--- config.mk ---
export PLATFORM = sky130hd
export DESIGN_NAME = baud_tick_ctrl
export DESIGN_NICKNAME = d
export VERILOG_FILES = /design/src/rtl/baud_tick_ctrl.sv
export SDC_FILE = /design/constraint.sdc
export NUM_CORES = 1
export LEC_CHECK = 0
export CELL_PAD_IN_SITES_DETAIL_PLACEMENT = 1
export CELL_PAD_IN_SITES_GLOBAL_PLACEMENT = 2
export CORE_ASPECT_RATIO = 2
export CORE_UTILIZATION = 37
export CTS_BUF_LIST = sky130_fd_sc_hd__clkbuf_2 sky130_fd_sc_hd__clkbuf_4 sky130_fd_sc_hd__clkbuf_8
export DETAILED_ROUTE_END_ITERATION = 8
export GPL_TIMING_DRIVEN = 0
export PLACE_DENSITY_LB_ADDON = 0.25
export SETUP_SLACK_MARGIN = 0.1
export SYNTH_ARGS = -nofsm -noshare
export SYNTH_HDL_FRONTEND = slang
export SYNTH_SLANG_ARGS = --single-unit
--- constraint.sdc ---
create_clock -name clk_in -period 2.85 [get_ports clk_in]
set_clock_uncertainty 0.15 [all_clocks]
set_input_delay 0.4275 -clock clk_in [delete_from_list [all_inputs] [get_ports clk_in]]
set_output_delay 0.4275 -clock clk_in [all_outputs]
set_load 0.01 [all_outputs]
--- src/rtl/baud_tick_ctrl.sv ---
// Baud tick controller: divides clk_in into an oversample strobe (os_tick)
// and a baud strobe (baud_tick, every OSR oversample ticks). A new divisor
// is taken through a valid/ready handshake. While running, a new divisor
// is held pending and swapped in only on a baud boundary, so a baud period
// is never cut short.
module baud_tick_ctrl #(
  parameter int unsigned OSR     = 16,
  parameter logic [15:0] RST_DIV = 16'd53
) (
  input  logic        clk_in,
  input  logic        rst,
  input  logic        en,
  input  logic        cfg_valid,
  input  logic [15:0] cfg_div,
  output logic        cfg_ready,
  output logic        os_tick,
  output logic        baud_tick,
  output logic [15:0] div_active,
  output logic        running
);

  localparam int unsigned    OSW     = $clog2(OSR);
  localparam logic [OSW-1:0] OS_LAST = OSW'(OSR - 1);

  typedef enum logic [1:0] {
    IDLE,
    RUN,
    RELOAD
  } state_t;

  state_t         state_q, state_d;
  logic [15:0]    div_q, div_d;
  logic [15:0]    pend_q, pend_d;
  logic [15:0]    cnt_q, cnt_d;
  logic [OSW-1:0] os_cnt_q, os_cnt_d;
  logic           ready_q, ready_d;
  logic           os_tick_q, os_tick_d;
  logic           baud_q, baud_d;
  logic           running_q, running_d;

  logic accept;
  logic wrap;
  logic os_last;
  logic boundary;

  assign accept   = cfg_valid && ready_q;
  assign wrap     = (cnt_q == div_q);
  assign os_last  = (os_cnt_q == OS_LAST);
  assign boundary = wrap && os_last;

  // State and datapath registers; reset returns to IDLE with the reset divisor.
  always_ff @(posedge clk_in or posedge rst) begin
    if (rst) begin
      state_q   <= IDLE;
      div_q     <= RST_DIV;
      pend_q    <= '0;
      cnt_q     <= '0;
      os_cnt_q  <= '0;
      ready_q   <= 1'b1;
      os_tick_q <= 1'b0;
      baud_q    <= 1'b0;
      running_q <= 1'b0;
    end else begin
      state_q   <= state_d;
      div_q     <= div_d;
      pend_q    <= pend_d;
      cnt_q     <= cnt_d;
      os_cnt_q  <= os_cnt_d;
      ready_q   <= ready_d;
      os_tick_q <= os_tick_d;
      baud_q    <= baud_d;
      running_q <= running_d;
    end
  end

  // Next-state logic: disable always wins, then handshake / baud boundary.
  always_comb begin
    state_d = state_q;
    case (state_q)
      IDLE:    state_d = en ? RUN : IDLE;
      RUN: begin
        if (!en)         state_d = IDLE;
        else if (accept) state_d = RELOAD;
      end
      RELOAD: begin
        if (!en)           state_d = IDLE;
        else if (boundary) state_d = RUN;
      end
      default: state_d = IDLE;
    endcase
  end

  // Counters, divisor handling and registered strobes.
  always_comb begin
    div_d     = div_q;
    pend_d    = pend_q;
    cnt_d     = '0;
    os_cnt_d  = os_cnt_q;
    ready_d   = ready_q;
    os_tick_d = 1'b0;
    baud_d    = 1'b0;
    running_d = (state_d != IDLE);

    case (state_q)
      IDLE: begin
        os_cnt_d = '0;
        ready_d  = 1'b1;
        if (accept) div_d = cfg_div;
      end
      RUN, RELOAD: begin
        if (!en) begin
          os_cnt_d = '0;
          ready_d  = 1'b1;
          if (state_q == RELOAD) begin
            div_d = pend_q;
          end else if (accept) begin
            // Handshake completed while stopping: apply directly, nothing left to defer to.
            div_d = cfg_div;
          end
        end else begin
          if (wrap) begin
            os_tick_d = 1'b1;
            baud_d    = os_last;
            os_cnt_d  = os_last ? '0 : os_cnt_q + OSW'(1);
          end else begin
            cnt_d = cnt_q + 16'd1;
          end
          if (state_q == RUN && accept) begin
            pend_d  = cfg_div;
            ready_d = 1'b0;
          end
          if (state_q == RELOAD && boundary) begin
            // cnt wraps to 0 on this same edge, so the new divisor starts a clean period.
            div_d   = pend_q;
            ready_d = 1'b1;
          end
        end
      end
      default: begin
        os_cnt_d = '0;
        ready_d  = 1'b1;
      end
    endcase
  end

  assign cfg_ready  = ready_q;
  assign os_tick    = os_tick_q;
  assign baud_tick  = baud_q;
  assign div_active = div_q;
  assign running    = running_q;

endmodule
# Word-level counts from Yosys, hierarchy flattened
# Cells that the tools add are included.
# op_classes
addsub	2
eq_ne	7
muxes	28
n_reduce_logical	10
# ops
op	count
2-to-1 mux 16 bit	7
case mux 16 bit (2 select lines)	1
adder 16 x 1 -> 16 bit (second input constant)	1
== test 16 bit	1
2-to-1 mux 4 bit	4
2-to-1 mux 1 bit	11
2-to-1 mux 2 bit	4
!= test 3 bit (second input constant)	2
case mux 2 bit (3 select lines)	1
adder 4 x 1 -> 4 bit (second input constant)	1
== test 4 bit (second input constant)	1
logical AND 1 bit	4
!= test 4 bit (second input constant)	1
nonzero test 2 bit	2
AND reduction 3 bit	1
== test 2 x 1 -> 1 bit (second input constant)	1
== test 2 bit (second input constant)	1
zero test 2 bit	1
AND reduction 2 bit	1
OR reduction 2 bit	1
# word_totals
regBits	58
wordCells	56

# Logic depth before layout (Yosys ltp)
# Gate-level depths: netlist (run 1).
# logic_depth
depth_word	6
ltp_mapped	10

# Worst setup path after synthesis (run 1)
# OpenSTA, ideal clock, no wires.
# synth_path
kind	flip-flop to flip-flop
from	register state_q[0]
to	register pend_q[0]
setup_ns	0.125
t_arrival_ns	1.940
required_ns	2.575
path_slack_ns	0.635
path_stages_with_launch	8
n_path_buf	2
synth_period_minus_slack_ns	2.215
path_cell_list	dfrtp_1 -> inv_1 -> ha_1 -> buf_2 -> nand2_1 -> nor2_1 -> buf_4 -> mux2_2
# synth_between
elab_chain_len	3
elab_cells_between_ends	5
cone_classes	eq/ne: 2; reduce/logical: 3
# synth_rtl
element	line	rtl
start: declaration	31	state_t state_q, state_d;
start signal: assignment	64	state_q <= state_d;
== test 2 bit / == test 2 x 1 -> 1 bit (equally long branches)	104, 128	
OR reduction 2 bit / logical AND 1 bit (equally long branches)	104, 128	
AND reduction 3 bit (no source line) *	-	
end signal: assignment	66	pend_q <= pend_d;
end: declaration	33	logic [15:0] pend_q, pend_d;
# Every way passes the cells marked *; elsewhere a longest branch is shown, timed or not.
# A chain may end at the register's enable or synchronous reset.

# Final worst setup path (run 1)
# layout_path
from	register state_q[0]
to	register pend_q[3]
# Same word-level chain as after synthesis.

==> results of run 1 <==
-- sequential cells by signal, indices dropped and copies added, names as in the netlist --
signal / count
baud_tick: 1
cfg_ready: 1
cnt_q: 16
div_active: 16
os_cnt_q: 4
os_tick: 1
pend_q: 16
running: 1
state_q: 2
-- routing by layer --
| metal | part of all wire [%] | up-vias | wire length, um | global-route usage (%) |
|---|---|---|---|---|
| met3 | 2.9 | 12 | 216 | 4.227 |
| li1 | - | 1044 | - | - |
| met1 | 38 | 1090 | 2809 | 21.72 |
| met2 | 57 | 37 | 4203 | 37.83 |
| met4 | 2.6 | 0 | 193 | 10.72 |
| met5 | 0 | - | 0 | 0 |
-- synthesized netlist by cell type, types with 3 or more instances --
cell type,number
o22ai_1,16
ha_1,6
nand2_1,26
nor3_1,6
mux2_2,16
xnor2_1,23
dfstp_2,5
nand4_1,6
nand3_1,7
o21a_1,3
and3_1,5
inv_1,5
nor2_1,26
xor2_1,7
buf_6,3
buf_4,3
a21oi_1,5
a22oi_1,16
dfrtp_1,53
buf_2,3
-- report_power, final --
part           internal, uW  switching [uW]  leakage [uW]
registers              1080             211      0.000753
logic                   617             642      0.000644
clock network           378             317      0.000100
-- final cells by class --
type | count | area, um2 | area share, %
Timing Repair Buffer | 40 | 410.4 | 11.46
Multi-Input combinational cell | 191 | 1309 | 36.56
Buffer | 12 | 85.08 | 2.377
Sequential cell | 58 | 1458 | 40.72
Tap cell | 94 | 117.6 | 3.286
Clock buffer | 13 | 166.4 | 4.649
Inverter | 5 | 18.77 | 0.5243
Clock inverter | 3 | 15.01 | 0.4194
-- cell families (layout without fill, tap and decap cells) --
kind of cell | Yosys count | count (layout)
DFF | 58 | 58
buffers and inverters | 17 | 73
and+or+nand+nor | 86 | 86
AOI/OAI and AO/OA | 51 | 51
muxes | 18 | 18
xor gates and xnor gates | 30 | 30
adders and majority gates | 6 | 6
-- worst max path at each step --
stage / slack [ps] / endpoint / depth (start not counted)
final: 290 / pend_q[3] / 7
after global routing: 140 / pend_q[3] / 7
after CTS: 150 / div_active[7] / 9
after detailed placement: 1 / pend_q[6] / 5
after global placement: -310 / pend_q[12] / 2
after floorplan: 630 / pend_q[0] / 7
-- through the flow --
step	TNS [ps]	hold WS, ps	instance area (um2)	utilization, %	total power, uW
after floorplan	0	312.3	2867	-	2041
after global placement	-16110	339.7	3374	44.73	2523
after detailed placement	0	350.5	3395	44.99	2570
after CTS	0	323.5	3578	47.43	3296
after global routing	0	370.4	3580	47.45	3454
final	0	323.9	3580	47.45	3247
-- worst max-delay path, delay by kind of cell, from the launching register on --
kind                     cells  cell delay [ps]
AND/OR/NAND/NOR              2              660
adder cells (fa/ha/maj)      1              280
flip-flops                   1              440
buffers and inverters        3              540
multiplexers                 1              350
-- what timing repair did --
item                                    4_1_cts  5_1_grt
endpoints found under the hold margin         0        0
gates resized for setup                       1        2
endpoints found under the setup margin        1        9
hold buffers                                  0        0
==> summary.txt, run 1 <==
Floorplanning
  – Initial Util: a little under two fifths
  – Die H: 126.5 um
  – Die Width: around 64 um
  – Core area: 0.007545 mm2
  – Die ar.: 0.008125 mm2
  – Row count: 45
  – Ports: 40

Run
  – Max Cap Viol: 0

Timing
  – Worst Tran Pin Value: 604.0 ps
  – Final setup fails: 0
  – Worst setup margin: 292.1 ps
  – Tcrit/Tclk final: 89.75%
  – Tmin final: 2558 ps
  – FMAX: just under 400 MHz
  – RSZ-0062 raised after global routing: no
  – Final Max Tran Viols: 0
  – Slew margin rel.: 59.68%
  – Final Hold Viols: 0

Place
  – Place WS: 0.9770 ps
  – Port bufs: 39
  – DP HPWL: between 5000 and 6000 um
  – Placed instance count: 400
  – GP Congestion: 0.7142

Clocking
  – CTS tree: yes
  – H-Tree Depth: 3
  – Num CTS Buffers: 9
  – Setup Buffers After CTS: 0
  – Clock sink count: between 50 and 60
  – CTS root buffer: clkbuf_8
  – CTS Buffer Depth: 2
  – Reg clk slew, reported paths: 70 ps
  – Worst-skew pair later-pin latency: ~340 ps

Layout
  – Number of fill cells: 844
  – Most common cell after layout, fill and taps aside: dfrtp_1
  – Share of cells above drive strength 1: between 10% and 20%
  – Antenna cell count: 0
  – Final net count: between 300 and 400
  – Post-route non-filler standard cell count: 416
  – Highest-count cells in the layout ignoring fill and taps: 53 x dfrtp_1, 39 x clkdlybuf4s50_1, 26 x nand2_1
  – Layout area overhead: 24.88%

Yosys
  – Yosys warning total: 0
  – Post-synthesis sequential area ratio: 50.85%
  – Syn Std Cell Area: 0.002866 mm2
  – Post-synthesis compound-gate area fraction: ~13%
  – Synth Flop Type: dfrtp_1
  – Syn_nets: 292
  – Mean Syn Cell Area: 10.78 um2
  – Post-synth top area cell: dfrtp_1
  – Asr flop ratio synth: 100.0%
  – Post-Synth Adder-Cell Area: about 2.6%
  – Yosys reg bits: 58
  – Number of flops mapped to enable cells by yosys: 0
  – Post-Synth XOR/XNOR Area: 9.166%
  – Main combinational cell family by area after synthesis: simple AND/OR/NAND/NOR gates
  – Synth cell types: 41
  – Mux contribution to synthesized area: 6.984%
  – Main area contributors after synthesis: dfrtp_1 46%, xnor2_1 7.0%, mux2_2 6.3%
  – Post-synthesis simple-gate area fraction: 14.19%
  – Post-synth top area share: 46.27%
  – Mapped Cells: 266

Critical path
  – Crit Path Class: reg -> reg
  – Reg2Reg Launch Point: state_q[0]
  – CP startpoint kind: register
  – Worst EP required: approximately 2900 ps
  – Slowest CP cell: dfrtp_1
  – Critical R2R Capture: pend_q[3]
  – CP arrival: about 2600 ps
  – R2R setup slack: between 200 and 300 ps
  – R2R depth: 7
  – Critical Path Start: state_q[0]
  – CP Cell Sequence: inv_1 -> ha_1 -> buf_2 -> nand2_1 -> nor2_2 -> buf_4 -> mux2_2
  – Crit-path max cell delay: 440 ps
  – Critical-path maximum fanout: 10
  – Critical path endpoint category: register

Global route
  – Wire length of the first global-routing pass: 12,340 um
  – Vias in the first global route: 2,370
  – Initial antenna violation count: 0
  – Grt ovf: 0
  – Largest net degree at the start of global routing: 34
  – Global Route Usage Sum: 20.76%

Detailed routing
  – Vias per cell: 5.248
  – Post-DRT Antenna Nets: 0
  – DRT Pass-1 Iters: 4
  – DR DRC count: 0
  – WL final: 7423 um
  – Via count: 2,183
  – Drt initial violations: slightly below 60
  – Routed WL per cell: 17.84 um

Status
  – Status: complete, no violations

Pwr
  – Pwr per Cell Area: 907.1 mW/mm2
  – Leak pwr: 0.001497 uW
  – Max VDD drop: 0.5792 mV

Min path
  – Hold Crit Class: in -> async
Power figures use the tool's default switching activity.
==> run 2: changes to the inputs <==
SKIP_CTS_REPAIR_TIMING = 1   (was unset)
==> results of run 2 <==
Final layout, timing and power as in run 1 (identical DEF).
